===== src/rtl/mem_arbiter_pkg.sv =====
// Shared CPU encodings: arbiter states, core sequencing codes and bus width defaults.
package mem_arbiter_pkg;

    localparam int ADDR_LEN_DEF = 8;
    localparam int WORD_LEN_DEF = 8;

    typedef enum logic [1:0] {
        SEQ_FETCH  = 2'b00,
        SEQ_DECODE = 2'b01,
        SEQ_EXEC   = 2'b10,
        SEQ_WB     = 2'b11
    } seq_state_t;

    typedef enum logic [1:0] {
        ARB_IDLE  = 2'b00,
        ARB_LOCK0 = 2'b01,
        ARB_LOCK1 = 2'b10
    } arb_state_t;

endpackage


===== src/rtl/mem_arbiter.sv =====
// Two-requester round-robin arbiter in front of the single-port data memory,
// with a bounded lock for multi-access sequences; zero-cycle grant, reads return next cycle.
module mem_arbiter
    import mem_arbiter_pkg::*;
#(
    parameter int ADDR_LEN = ADDR_LEN_DEF,
    parameter int WORD_LEN = WORD_LEN_DEF,
    parameter int MAX_LOCK = 4
) (
    input  logic                clk,
    input  logic                rstn,

    input  logic                r0_req,
    input  logic                r0_we,
    input  logic                r0_lock,
    input  logic [ADDR_LEN-1:0] r0_addr,
    input  logic [WORD_LEN-1:0] r0_wdata,
    output logic                r0_gnt,
    output logic                r0_rvalid,
    output logic [WORD_LEN-1:0] r0_rdata,

    input  logic                r1_req,
    input  logic                r1_we,
    input  logic                r1_lock,
    input  logic [ADDR_LEN-1:0] r1_addr,
    input  logic [WORD_LEN-1:0] r1_wdata,
    output logic                r1_gnt,
    output logic                r1_rvalid,
    output logic [WORD_LEN-1:0] r1_rdata,

    output logic [ADDR_LEN-1:0] mem_addr,
    output logic                mem_r_en,
    output logic                mem_w_en,
    output logic [WORD_LEN-1:0] mem_data_in,
    input  logic [WORD_LEN-1:0] mem_data_out
);

    localparam int            CW      = $clog2(MAX_LOCK + 1);
    localparam logic [CW:0]   MAX_W   = MAX_LOCK[CW:0];
    localparam logic [CW-1:0] CNT_MAX = '1;

    arb_state_t    state, state_nxt;
    logic          last, last_nxt;
    logic [CW-1:0] lock_cnt, cnt_nxt;
    logic [CW:0]   cnt_inc;
    logic [1:0]    rd_pend, rd_pend_nxt;
    logic          acc_any, acc_id, acc_lock, owner_req;

    always_ff @(posedge clk or negedge rstn) begin
        if (!rstn) begin
            state    <= ARB_IDLE;
            last     <= 1'b1;
            lock_cnt <= '0;
            rd_pend  <= '0;
        end else begin
            state    <= state_nxt;
            last     <= last_nxt;
            lock_cnt <= cnt_nxt;
            rd_pend  <= rd_pend_nxt;
        end
    end

    always_comb begin
        state_nxt   = state;
        last_nxt    = last;
        cnt_nxt     = lock_cnt;
        rd_pend_nxt = {r1_gnt & ~r1_we, r0_gnt & ~r0_we};
        acc_any     = r0_gnt | r1_gnt;
        acc_id      = r1_gnt;
        acc_lock    = r1_gnt ? r1_lock : r0_lock;
        owner_req   = (state == ARB_LOCK1) ? r1_req : r0_req;
        cnt_inc     = {1'b0, lock_cnt} + 1'b1;
        if (acc_any)
            last_nxt = acc_id;
        case (state)
            ARB_IDLE: begin
                // A single-access budget means a lock could never outlive its first access
                if (acc_any && acc_lock && MAX_LOCK > 1) begin
                    state_nxt = acc_id ? ARB_LOCK1 : ARB_LOCK0;
                    cnt_nxt   = CW'(1);
                end
            end
            ARB_LOCK0, ARB_LOCK1: begin
                if (!owner_req || !acc_lock || cnt_inc >= MAX_W) begin
                    state_nxt = ARB_IDLE;
                    cnt_nxt   = '0;
                end else begin
                    cnt_nxt = (lock_cnt == CNT_MAX) ? lock_cnt : lock_cnt + 1'b1;
                end
            end
            default: begin
                state_nxt = ARB_IDLE;
                cnt_nxt   = '0;
            end
        endcase
    end

    always_comb begin
        r0_gnt      = 1'b0;
        r1_gnt      = 1'b0;
        mem_addr    = '0;
        mem_r_en    = 1'b0;
        mem_w_en    = 1'b0;
        mem_data_in = '0;
        // Grants are gated by rstn so nothing reaches memory while reset is held
        if (rstn) begin
            case (state)
                ARB_IDLE: begin
                    if (r0_req && r1_req) begin
                        r0_gnt = last;
                        r1_gnt = ~last;
                    end else begin
                        r0_gnt = r0_req;
                        r1_gnt = r1_req;
                    end
                end
                ARB_LOCK0: r0_gnt = r0_req;
                ARB_LOCK1: r1_gnt = r1_req;
                default: ;
            endcase
        end
        if (r0_gnt) begin
            mem_addr    = r0_addr;
            mem_r_en    = ~r0_we;
            mem_w_en    = r0_we;
            mem_data_in = r0_wdata;
        end else if (r1_gnt) begin
            mem_addr    = r1_addr;
            mem_r_en    = ~r1_we;
            mem_w_en    = r1_we;
            mem_data_in = r1_wdata;
        end
    end

    assign r0_rvalid = rd_pend[0];
    assign r1_rvalid = rd_pend[1];
    assign r0_rdata  = rd_pend[0] ? mem_data_out : '0;
    assign r1_rdata  = rd_pend[1] ? mem_data_out : '0;

endmodule


===== config.mk =====
export PLATFORM = sky130hd
export DESIGN_NAME = mem_arbiter
export DESIGN_NICKNAME = d
export VERILOG_FILES = /design/src/rtl/mem_arbiter_pkg.sv /design/src/rtl/mem_arbiter.sv
export SDC_FILE = /design/constraint.sdc
export NUM_CORES = 1
export LEC_CHECK = 0
export ABC_CLOCK_PERIOD_IN_PS = 2380
export BUFFER_PORTS_ARGS = -buffer_cell sky130_fd_sc_hd__buf_4
export CORE_MARGIN = 4
export CORE_UTILIZATION = 36
export CTS_CLUSTER_DIAMETER = 100
export DETAILED_ROUTE_END_ITERATION = 10
export GPL_ROUTABILITY_DRIVEN = 0
export PLACE_DENSITY = 0.91
export RECOVER_POWER = 25
export SYNTH_ARGS = -nofsm -noshare
export SYNTH_HDL_FRONTEND = slang
export SYNTH_SLANG_ARGS = --single-unit
export TNS_END_PERCENT = 100

===== constraint.sdc =====
create_clock -name clk -period 2.38 [get_ports clk]
set_clock_uncertainty 0.15 [all_clocks]
set_input_delay 0.119 -clock clk [delete_from_list [all_inputs] [get_ports clk]]
set_output_delay 0.119 -clock clk [all_outputs]
set_load 0.01 [all_outputs]

; ---- Word level (Yosys, flattened, before mapping)
; Index checks and enable logic that the tools add are counted.
[totals]
reg_bits = 8
input_bits = 48
output_inout_bits = 38
[classes]
n_reduce_logical = 10
n_lt_le_gt_ge = 1
muxes = 26
n_addsub = 2
eq_ne = 6
bitwise = 6
[ops]
columns = operator, count
row1 = $mux W8, 6
row2 = $mux W1, 10
row3 = $mux W3, 3
row4 = $mux W2, 3
row5 = $pmux W3 S2, 1
row6 = $add A3 B1 Y4 const B, 1
row7 = $ge A4 B3 Y1 const B, 1
row8 = $ne A2 B2 Y1 const B, 2
row9 = $pmux W1 S2, 2
row10 = $pmux W2 S2, 1
row11 = $reduce_and A2 Y1, 2
row12 = $add A3 B1 Y3 const B, 1
row13 = $eq A3 B3 Y1 const B, 1
row14 = $ne A3 B3 Y1 const B, 1
row15 = $not A1 Y1, 3
row16 = $and A1 B1 Y1, 2
row17 = $eq A2 B1 Y1 const B, 1
row18 = $eq A2 B2 Y1 const B, 1
row19 = $logic_and A1 B1 Y1, 2
row20 = $logic_not A1 Y1, 2
row21 = $logic_not A2 Y1, 1
row22 = $logic_or A1 B1 Y1, 2
row23 = $reduce_or A2 Y1, 1
row24 = $or A1 B1 Y1, 1

; ---- Depth between registers and ports, before layout
; Gate-level depths: netlist (run 1).
[depth]
word_depth = 10
mapped_depth = 9
depth_no_buf = 7

; ---- Worst setup path before layout (run 1)
; OpenSTA, ideal clock, no wires.
[synth_timing]
path_type = register to output
start = register state[0]
end = output port mem_addr[0]
setup_slack_ns = 0.311
path_stages_with_launch = 9
arrival_time_ns = 1.800
path_cell_list = dfrtp_1 inv_1 ha_1 and3b_1 buf_6 nor2_2 buf_2 nand2_1 o21ai_0
[synth_between]
elab_chain_len = 5
word_cells_on_any_way = 9
[synth_lines]
columns = element, line_no
row1 = from (decl), mem_arbiter.sv:42  ; arb_state_t state, state_nxt;
row2 = from (signal assigned), mem_arbiter.sv:56  ; state <= state_nxt;
row3 = $eq A2 B2 Y1 / $logic_not A2 Y1 (equally long branches), mem_arbiter.sv:107  ; case (state)
row4 = $pmux W1 S2 *, mem_arbiter.sv:107
row5 = $mux W1 *, mem_arbiter.sv:106  ; if (rstn) begin
row6 = via r1_gnt, mem_arbiter.sv:27  ; output logic r1_gnt,
row7 = $mux W8 *, mem_arbiter.sv:127  ; end else if (r1_gnt) begin
row8 = $mux W8 *, mem_arbiter.sv:122  ; if (r0_gnt) begin
row9 = to (decl), mem_arbiter.sv:31  ; output logic [ADDR_LEN-1:0] mem_addr,
; The timed path passes the listed nets; every way through them passes the cells marked *.

; ---- Final worst setup path (run 1)
[layout_timing]
start = register state[0]
end = output port mem_data_in[0]
[layout_between]
elab_chain_len = 5
word_cells_on_any_way = 9
[layout_lines]
columns = element, line_no
row1 = $eq A2 B2 Y1 / $logic_not A2 Y1 (equally long branches), mem_arbiter.sv:107
row2 = $pmux W1 S2, mem_arbiter.sv:107
row3 = $mux W1, mem_arbiter.sv:106
row4 = $mux W8, mem_arbiter.sv:127
row5 = $mux W8 *, mem_arbiter.sv:122
row6 = to (decl), mem_arbiter.sv:34  ; output logic [WORD_LEN-1:0] mem_data_in,
; Every way passes the cells marked *; elsewhere a longest branch is shown, timed or not.

==> results.tsv, run 1 <==
stage	metric	value	unit
outcome	status	complete, no violations	
clock_network	worst skew pair latency	0.27	ns
job	max_cap viols	0	
sta	Fmax achieved	0.443	GHz
clock_network	H-tree levels	1	
setup_path	Worst Setup End Kind	primary output	
setup_path	RR Endpoint	lock_cnt[0]	
sta	Final setup viols	0	
worst_hold_path	hold crit path type	in -> async	
place	dpl hpwl	2640	microns
sta	Max transition margin	0.707	
pwr	Overall Power	0.00124	W
yosys	#FFs+latches synth	8	
yosys	post-synth top area cell	dfrtp_1	
grt	GRT Total Usage	0.196	
routing	Via density	5.06	
cells_and_area	ant diodes	0	
yosys	Synth cell types	32	
setup_path	CP required	2.11	ns
grt	vias in the first global route	1216	
clock_network	Max Root-Sink Buffers	2	
floorplan	io pins	86	
yosys	sequential-to-total area share from yosys stat	0.222	
clock_network	clk sink count	8	
yosys	Synth Warn #	0	
pwr	Pint	0.000678	W
cells_and_area	Sequential Area	201	sq um
routing	Wirelength per Cell	13.5	microns
setup_path	cells on worst reg2reg path	7	
yosys	synthesized area per cell	6.98	sq um
pwr	sequential share of power	0.180	
setup_path	critical path startpoint category	flip-flop	
routing	drc violations	0	
sta	setup TNS	0	ns
floorplan	die area	3390	sq um
grt	initial antenna violation count	0	
cells_and_area	Layout Nets	273	
cells_and_area	Filler Cell Count	184	
setup_path	CP arrival	1.99	ns
grt	first-pass GRT wire length	5220	microns
yosys	post-synth top area share	0.193	
yosys	Post-synth EDFFs	0	
cells_and_area	synthesis-to-layout area growth	80.0	%
pwr	P_leak	0.832	nW
clock_network	CTS Buf Count	3	
setup_path	largest fanout on the critical path	35	
pwr	PwrDens	762	nW/um^2
routing	via count	1244	
floorplan	starting density of the core	0.395	
yosys	top-count cell post-synth	nand2_1	
grt	pin count of the biggest net entering global routing	36	
setup_path	Setup Crit Path Kind	reg -> out	
sta	clock period minus worst slack	2.26	ns
sta	Hold WS	0.0642	ns
sta	Fin. Hold Viols	0	
pwr	Sw Ratio	0.455	
floorplan	core footprint	2300	sq um
sta	fin crit share	0.948	
cells_and_area	share of cells above drive strength 1	0.445	
clock_network	clock-pin slew on the worst setup and hold paths	0.06	ns
sta	Worst Tran Pin Value	0.435	ns
routing	Routed Antenna Nets	0	
pwr	Comb power frac	0.722	
routing	1st-iter DRT viols	34	
floorplan	FP Rows	17	
yosys	most instantiated cells after synthesis	nand2_1 (38), o21ai_0 (19), and2_1 (17)	
floorplan	die width	58.2	microns
cells_and_area	Multi-input gate area	678	sq um
pwr	Peak VDD IR	0.489	mV
setup_path	RR Startpoint	state[0]	
pwr	Sw Pwr	0.000566	W
routing	Pre-antenna DRT Iters	4	
yosys	syn_nets	184	
sta	RSZ-0062 raised after global routing	false	
place	I/O Buffers	85	
setup_path	R2R setup slack	0.17	ns
yosys	Mapped Cells	130	
routing	Routed Wire Length	3320	microns
sta	Slew Viols, Final	0	
yosys	Main synth FF type	dfrtp_1	
clock_network	TritonCTS clock tree	done	
yosys	largest cells by area after synthesis	dfrtp_1 (19%), nand2_1 (16%), and2_1 (12%)	
grt	global route overflow	0	
clock_network	root buf cell	clkbuf_4	
pwr	Clock power frac	0.099	
yosys	mapped cell area	907	sq um
yosys	Async SR Flop Fraction	1.00	
floorplan	Die Y	58.2	microns
## layer usage
layer,GRT usage,part of all wire,up-vias,routed length [microns]
li1,-,-,618,-
met1,0.226,0.38,544,1270
met2,0.337,0.49,73,1640
met3,0.0401,0.092,9,307
met4,0.106,0.029,0,97
met5,0,0,-,0
## kinds of logic after synthesis
group	share of synthesized area
compound gates	0.257
fa+ha+maj	0.0828
buf+inv	0.0497
flops	0.222
mux	0.0110
simple gates	0.378
## worst max-delay path: stages, from the launching register on
cell and delay, ns:
dfrtp_1 0.43, inv_2 0.11, ha_4 0.18, a21oi_1 0.09, or2_4 0.27, inv_1 0.10, buf_12 0.18, nand2_1 0.08
o21ai_1 0.12, buf_4 0.16
## worst max-delay path by stage
stage              from             end  slack [ns]
3_3_place_gp   state[0]     lock_cnt[0]        0.27
2_1_floorplan  state[0]     mem_addr[0]        0.31
6_report       state[0]  mem_data_in[0]        0.12
5_1_grt        state[1]  mem_data_in[0]      0.0005
3_5_place_dp   state[0]     lock_cnt[0]        0.16
4_1_cts        state[1]     mem_addr[6]      0.0006
## through the flow
| step | utilization | area, sq um | cells | setup slack [ns] |
|---|---|---|---|---|
| global placement | 0.685 | 1570 | 239 | 0.266 |
| global route | 0.711 | 1630 | 246 | 0.000474 |
| floorplan | - | 907 | 130 | 0.311 |
| CTS | 0.710 | 1630 | 246 | 0.000584 |
| finish | 0.711 | 1630 | 246 | 0.124 |
| detailed placement | 0.685 | 1570 | 239 | 0.158 |
## timing repair
item / 4_1_cts / 5_1_grt
endpoints found under the setup margin: 0 / 18
setup buffers: 0 / 0
hold buffers: 3 / 0
endpoints found under the hold margin: 10 / 0
resized for setup: 0 / 9
## sequential cells by signal (all words and copies together), names as in the netlist
signal and flops:
last 1, lock_cnt 3, rd_pend 2, state 2
## cell type report
type / count / area share
Multi-Input combinational cell: 113 / 0.415
Timing Repair Buffer: 90 / 0.417
Tap cell: 28 / 0.0215
Inverter: 3 / 0.00690
Sequential cell: 8 / 0.123
Clock buffer: 4 / 0.0161
## layout by cell type, fill, tap and decap left out, types with 3 or more instances in the layout
| master | n |
|---|---|
| and2_1 | 17 |
| buf_4 | 80 |
| clkbuf_1 | 6 |
| clkbuf_4 | 3 |
| dfrtp_1 | 7 |
| dlygate4sd3_1 | 3 |
| ha_1 | 4 |
| nand2_1 | 38 |
| nand3_1 | 3 |
| nor2_1 | 5 |
| nor3_1 | 3 |
| o21ai_0 | 17 |
| o21ai_1 | 3 |
## power groups by stage
stage / Combinational, W / Sequential (W) / Clock (W)
after floorplan: 0.000516 / 0.000212 / 0
after global placement: 0.000833 / 0.000217 / 0
after detailed placement: 0.000844 / 0.000222 / 0
after CTS: 0.000851 / 0.000219 / 0.000125
after global routing: 0.000989 / 0.000230 / 0.000132
final: 0.000898 / 0.000224 / 0.000123
No activity file was read; power rests on OpenSTA's default activity.
==> run 2, diff against run 1 <==
--- a/config.mk
+++ b/config.mk
@@ -6,14 +6,13 @@
 export NUM_CORES = 1
 export LEC_CHECK = 0
 export ABC_CLOCK_PERIOD_IN_PS = 2380
-export BUFFER_PORTS_ARGS = -buffer_cell sky130_fd_sc_hd__buf_4
+export BUFFER_PORTS_ARGS = -buffer_cell sky130_fd_sc_hd__buf_2
 export CORE_MARGIN = 4
 export CORE_UTILIZATION = 36
 export CTS_CLUSTER_DIAMETER = 100
 export DETAILED_ROUTE_END_ITERATION = 10
 export GPL_ROUTABILITY_DRIVEN = 0
 export PLACE_DENSITY = 0.91
-export RECOVER_POWER = 25
 export SYNTH_ARGS = -nofsm -noshare
 export SYNTH_HDL_FRONTEND = slang
 export SYNTH_SLANG_ARGS = --single-unit
==> constraint.sdc (replaced) <==
create_clock -name clk -period 2.38 [get_ports clk]
set_clock_uncertainty 0.15 [all_clocks]
set_input_delay 0.238 -clock clk [delete_from_list [all_inputs] [get_ports clk]]
set_output_delay 0.238 -clock clk [all_outputs]
set_load 0.01 [all_outputs]
==> results.tsv, run 2 (same netlist as run 1, synthesis figures left out) <==
stage	metric	value	unit
place	I/O Buffers	85	
routing	Wirelength per Cell	12.9	microns
worst_hold_path	WHS Endpoint	rd_pend[0]	
floorplan	die area	3390	sq um
cells_and_area	commonest non-fill, non-tap cell in the layout	buf_2	
routing	Pre-antenna DRT Iters	4	
floorplan	FP Rows	17	
floorplan	Die Y	58.2	microns
setup_path	cells on worst reg2reg path	7	
sta	Slew Viols, Final	0	
setup_path	Slowest-stage cell, CP	dfrtp_1	
sta	Worst Tran Pin Value	0.478	ns
setup_path	R2R setup slack	0.12	ns
floorplan	starting density of the core	0.395	
place	DP Worst Slack	0.121	ns
grt	vias in the first global route	1116	
pwr	P_leak	0.825	nW
cells_and_area	ant diodes	0	
clock_network	TritonCTS clock tree	done	
routing	via count	1207	
grt	first-pass GRT wire length	4970	microns
cells_and_area	Layout Nets	275	
job	max_cap viols	0	
routing	Routed Antenna Nets	0	
sta	Fin. Hold Viols	0	
setup_path	CP arrival	1.89	ns
grt	pin count of the biggest net entering global routing	36	
sta	setup TNS	0	ns
sta	Final setup viols	0	
clock_network	worst skew pair latency	0.26	ns
setup_path	CP Cell Sequence	inv_2 -> ha_4 -> a21oi_1 -> or2_4 -> inv_1 -> buf_12 -> nand2_1 -> o21ai_1 -> buf_2	
setup_path	worst path bufs/invs	4	
setup_path	largest fanout on the critical path	35	
sta	clock period minus worst slack	2.28	ns
cells_and_area	Largest register FFs	3	
setup_path	Worst path max stage delay	0.42	ns
setup_path	delay-heaviest family, CP	buffers and inverters	
setup_path	RR Endpoint	lock_cnt[0]	
routing	drc violations	0	
sta	fin crit share	0.957	
worst_hold_path	worst hold start	r0_we	
clock_network	H-tree levels	1	
clock_network	root buf cell	clkbuf_4	
cells_and_area	top flop regs	lock_cnt x3, rd_pend x2, state x2	
sta	Max transition margin	0.679	
floorplan	die width	58.2	microns
clock_network	Max Root-Sink Buffers	2	
pwr	PwrDens	828	nW/um^2
setup_path	RR Startpoint	state[0]	
clock_network	CTS Buf Count	3	
pwr	Peak VDD IR	0.703	mV
sta	worst setup margin	0.102	ns
sta	RSZ-0062 raised after global routing	true	
floorplan	core footprint	2300	sq um
place	dpl hpwl	2530	microns
setup_path	CP required	1.99	ns
grt	GRT Total Usage	0.182	
grt	initial antenna violation count	0	
routing	Routed Wire Length	3190	microns
grt	global route overflow	0	
cells_and_area	Reg with most FFs	lock_cnt	
clock_network	clk sink count	8	
routing	1st-iter DRT viols	31	
routing	Via density	4.87	
setup_path	Setup Crit Path Kind	reg -> out	
cells_and_area	synthesis-to-layout area growth	60.8	%
outcome	status	complete, no violations	
setup_path	critical path startpoint category	flip-flop	
setup_path	Crit path depth	9	
cells_and_area	most frequent cells in the layout	buf_2 (85), nand2_1 (38), and2_1 (17), o21ai_0 (15), dfrtp_1 (7)	
cells_and_area	share of cells above drive strength 1	0.486	
clock_network	clock-pin slew on the worst setup and hold paths	0.06	ns
worst_hold_path	hold crit path type	in -> reg	
sta	Fmax achieved	0.439	GHz
setup_path	Worst Setup End Kind	primary output	
floorplan	io pins	86	
worst_hold_path	hold depth	2	
[run 2: cell count changes in the layout (fill, tap and decap cells not counted), moves of 2 or more]
cell / delta
buf_2: +85
buf_4: -77
clkbuf_1: -5
dlygate4sd3_1: -2
o21ai_0: -2
o21ai_1: +2
[run 2: metrics by stage]
| stage | cells | hold WS [ns] | instance area, sq um | utilization | total power, W |
|---|---|---|---|---|---|
| 6_report | 248 | 0.0137 | 1460 | 0.635 | 0.00121 |
| 5_1_grt | 248 | 0.0280 | 1460 | 0.635 | 0.00131 |
| 4_1_cts | 244 | 0.0129 | 1420 | 0.617 | 0.00114 |
| 2_1_floorplan | 130 | -0.208 | 907 | - | 0.000728 |
| 3_5_place_dp | 239 | -0.0369 | 1360 | 0.593 | 0.000978 |
| 3_3_place_gp | 239 | -0.0365 | 1360 | 0.593 | 0.000958 |
[run 2: how the worst max path moves through the flow]
stage,end,startpoint,slack (ns)
after global placement,lock_cnt[0],lock_cnt[0],0.25
final,mem_data_in[0],state[0],0.10
after CTS,mem_data_in[0],state[0],0.01
after global routing,mem_data_in[0],state[0],-0.03
after detailed placement,lock_cnt[0],state[0],0.12
after floorplan,mem_addr[0],state[0],0.19
[run 2: timing repair]
action                                  4_1_cts  5_1_grt
endpoints found under the hold margin         8        0
cloned                                        0        1
endpoints found under the setup margin       17       20
resized for setup                             4       12
setup buffers                                 0        3
hold buffers                                  1        0
pin swaps                                     0        0
[run 2: report_power, final]
| part | internal (W) | total, W | switching, W |
|---|---|---|---|
| clock | 0.0000646 | 0.000118 | 0.0000535 |
| sequential | 0.000180 | 0.000223 | 0.0000427 |
| combinational | 0.000395 | 0.000867 | 0.000472 |
| total | 0.000640 | 0.00121 | 0.000568 |
[run 2: per-layer routing]
layer  up-vias  wire length [microns]  track usage
met2        59                   1610        0.316
met3         6                    253       0.0156
met1       520                   1280        0.231
met5         -                      0            0
li1        622                      -            -
met4         0                     44       0.0695
[run 2: final cells by class]
class,instances,area (sq um)
Multi-Input combinational cell,113,684
Sequential cell,8,201
Fill cell,204,838
Tap cell,28,35.0
Clock buffer,4,26.3
Timing Repair Buffer,92,500
Inverter,3,11.3
==> run 3, diff against run 2 <==
--- a/config.mk
+++ b/config.mk
@@ -5,14 +5,14 @@
 export SDC_FILE = /design/constraint.sdc
 export NUM_CORES = 1
 export LEC_CHECK = 0
-export ABC_CLOCK_PERIOD_IN_PS = 2380
+export ABC_CLOCK_PERIOD_IN_PS = 2710
 export BUFFER_PORTS_ARGS = -buffer_cell sky130_fd_sc_hd__buf_2
 export CORE_MARGIN = 4
-export CORE_UTILIZATION = 36
+export CORE_UTILIZATION = 39
 export CTS_CLUSTER_DIAMETER = 100
 export DETAILED_ROUTE_END_ITERATION = 10
 export GPL_ROUTABILITY_DRIVEN = 0
-export PLACE_DENSITY = 0.91
+export PLACE_DENSITY = 0.95
 export SYNTH_ARGS = -nofsm -noshare
 export SYNTH_HDL_FRONTEND = slang
 export SYNTH_SLANG_ARGS = --single-unit
==> constraint.sdc (replaced) <==
create_clock -name clk -period 2.71 [get_ports clk]
set_clock_uncertainty 0.15 [all_clocks]
set_input_delay 0.271 -clock clk [delete_from_list [all_inputs] [get_ports clk]]
set_output_delay 0.271 -clock clk [all_outputs]
set_load 0.01 [all_outputs]
==> results.tsv, run 3 (same netlist as run 1, synthesis figures left out) <==
stage	metric	value	unit
routing	Wirelength per Cell	12.5	microns
setup_path	Slowest-stage cell, CP	dlygate4sd3_1	
outcome	status	complete, no violations	
sta	clock period minus worst slack	2.54	ns
sta	Fmax achieved	0.393	GHz
clock_network	setup bufs post-CTS	0	
pwr	Peak VDD IR	0.591	mV
grt	first-pass GRT wire length	4880	microns
setup_path	Worst Setup End Kind	primary output	
floorplan	core footprint	2210	sq um
setup_path	CP arrival	2.12	ns
sta	Worst Tran Pin Value	0.447	ns
floorplan	die width	56.2	microns
sta	Fin. Hold Viols	0	
cells_and_area	Layout Nets	271	
routing	Pre-antenna DRT Iters	4	
cells_and_area	synthesis-to-layout area growth	53.4	%
setup_path	critical path startpoint category	primary input	
sta	RSZ-0062 raised after global routing	false	
grt	vias in the first global route	1063	
grt	gr busiest metal	met2	
floorplan	Die Y	56.2	microns
cells_and_area	top flop regs	lock_cnt x3, rd_pend x2, state x2	
grt	initial antenna violation count	0	
grt	pin count of the biggest net entering global routing	36	
sta	Max transition margin	0.699	
clock_network	Max Root-Sink Buffers	2	
sta	setup TNS	0	ns
setup_path	Worst path max stage delay	0.51	ns
setup_path	Setup Crit Path Kind	in -> out	
cells_and_area	Reg with most FFs	lock_cnt	
clock_network	clock-pin slew on the worst setup and hold paths	0.06	ns
sta	Slew Viols, Final	0	
clock_network	clk sink count	8	
clock_network	H-tree levels	1	
grt	GRT Total Usage	0.186	
setup_path	CP required	2.29	ns
clock_network	CTS Buf Count	3	
floorplan	FP Rows	17	
clock_network	TritonCTS clock tree	done	
cells_and_area	ant diodes	0	
grt	met3 GRT Util	0.0534	
cells_and_area	Filler Cell Count	208	
floorplan	io pins	86	
floorplan	die area	3160	sq um
sta	Final setup viols	0	
pwr	PwrDens	691	nW/um^2
routing	Routed Wire Length	3040	microns
cells_and_area	share of cells above drive strength 1	0.454	
routing	Via density	4.80	
job	max_cap viols	0	
cells_and_area	most frequent cells in the layout	buf_2 (85), nand2_1 (38), o21ai_0 (19), and2_1 (17), dfrtp_1 (7)	
setup_path	largest fanout on the critical path	35	
cells_and_area	end-of-flow core utilization	0.629	
routing	1st-iter DRT viols	37	
routing	via count	1170	
clock_network	worst skew pair latency	0.26	ns
place	I/O Buffers	85	
pwr	P_leak	0.796	nW
setup_path	worst path bufs/invs	5	
setup_path	CP Cell Sequence	dlygate4sd3_1 -> buf_2 -> nand2_1 -> or2_1 -> inv_1 -> buf_6 -> nand2_1 -> o21ai_0 -> buf_2	
routing	Routed Antenna Nets	0	
sta	fin crit share	0.939	
worst_hold_path	hold crit path type	in -> reg	
floorplan	starting density of the core	0.410	
cells_and_area	Largest register FFs	3	
grt	M1 GR Usage	0.208	
grt	global route overflow	0	
setup_path	R2R setup slack	0.44	ns
routing	drc violations	0	
clock_network	root buf cell	clkbuf_4	
cells_and_area	commonest non-fill, non-tap cell in the layout	buf_2	
place	dpl hpwl	2490	microns
grt	met2 Use GR	0.342	
setup_path	delay-heaviest family, CP	buffers and inverters	
run 3: cell count changes in the layout (fill, tap and decap cells not counted), moves of 2 or more:
cell and change:
o21ai_1 -4, inv_1 +2, o21ai_0 +4, buf_4 -2, inv_2 -2
run 3: worst paths after layout:
kind / startpoint / end / cells after the start
setup / recovery: rstn / mem_w_en / 9
min in group asynchronous: rstn / state[0] / 2
hold / removal: r0_we / rd_pend[0] / 2
hold reg to reg: lock_cnt[2] / lock_cnt[2] / 1
setup reg to reg: state[0] / lock_cnt[0] / 7
max in group asynchronous: rstn / last / 2
run 3: layer usage:
layer | up-vias | part of all wire
li1 | 611 | -
met1 | 503 | 0.36
met2 | 52 | 0.54
met3 | 4 | 0.097
met4 | 0 | 0.0066
met5 | - | 0
run 3: timing repair:
item | in CTS | in global routing
endpoints found under the hold margin | 8 | 0
setup endpoints to repair | 0 | 17
hold buffers | 1 | 0
gates resized for setup | 0 | 2
run 3: layout make-up:
cell class / count / area, sq um / area share
flip-flops and latches: 8 / 201 / 0.145
well taps: 28 / 35.0 / 0.0252
repair buffers: 88 / 454 / 0.326
clock buffers: 4 / 26.3 / 0.0189
multi-input cells: 113 / 663 / 0.477
inverters: 3 / 11.3 / 0.00809
run 3: per-stage QoR:
stage,instances,worst slack (ns),hold slack (ns),instance area [sq um],power (W)
3_5_place_dp,239,0.433,-0.00437,1350,0.000840
3_3_place_gp,239,0.460,-0.00708,1350,0.000826
2_1_floorplan,130,0.489,-0.175,907,0.000640
4_1_cts,244,0.111,0.0354,1390,0.000952
6_report,244,0.165,0.0401,1390,0.000961
5_1_grt,244,0.00196,0.0442,1390,0.00105
run 3: worst register-to-register path: stages (launching register included):
cell       delay, ns
dfrtp_1         0.39
inv_1           0.08
ha_1            0.25
and3b_1         0.34
o21ai_1         0.19
nor3_1          0.40
o2bb2ai_2       0.14
a32o_2          0.23
run 3: where the power goes:
group,leakage [nW],switching (W),internal (W)
combinational,0.675,0.000386,0.000281
clock,0.0150,0.0000456,0.0000567
sequential,0.106,0.0000343,0.000158
total,0.796,0.000466,0.000496
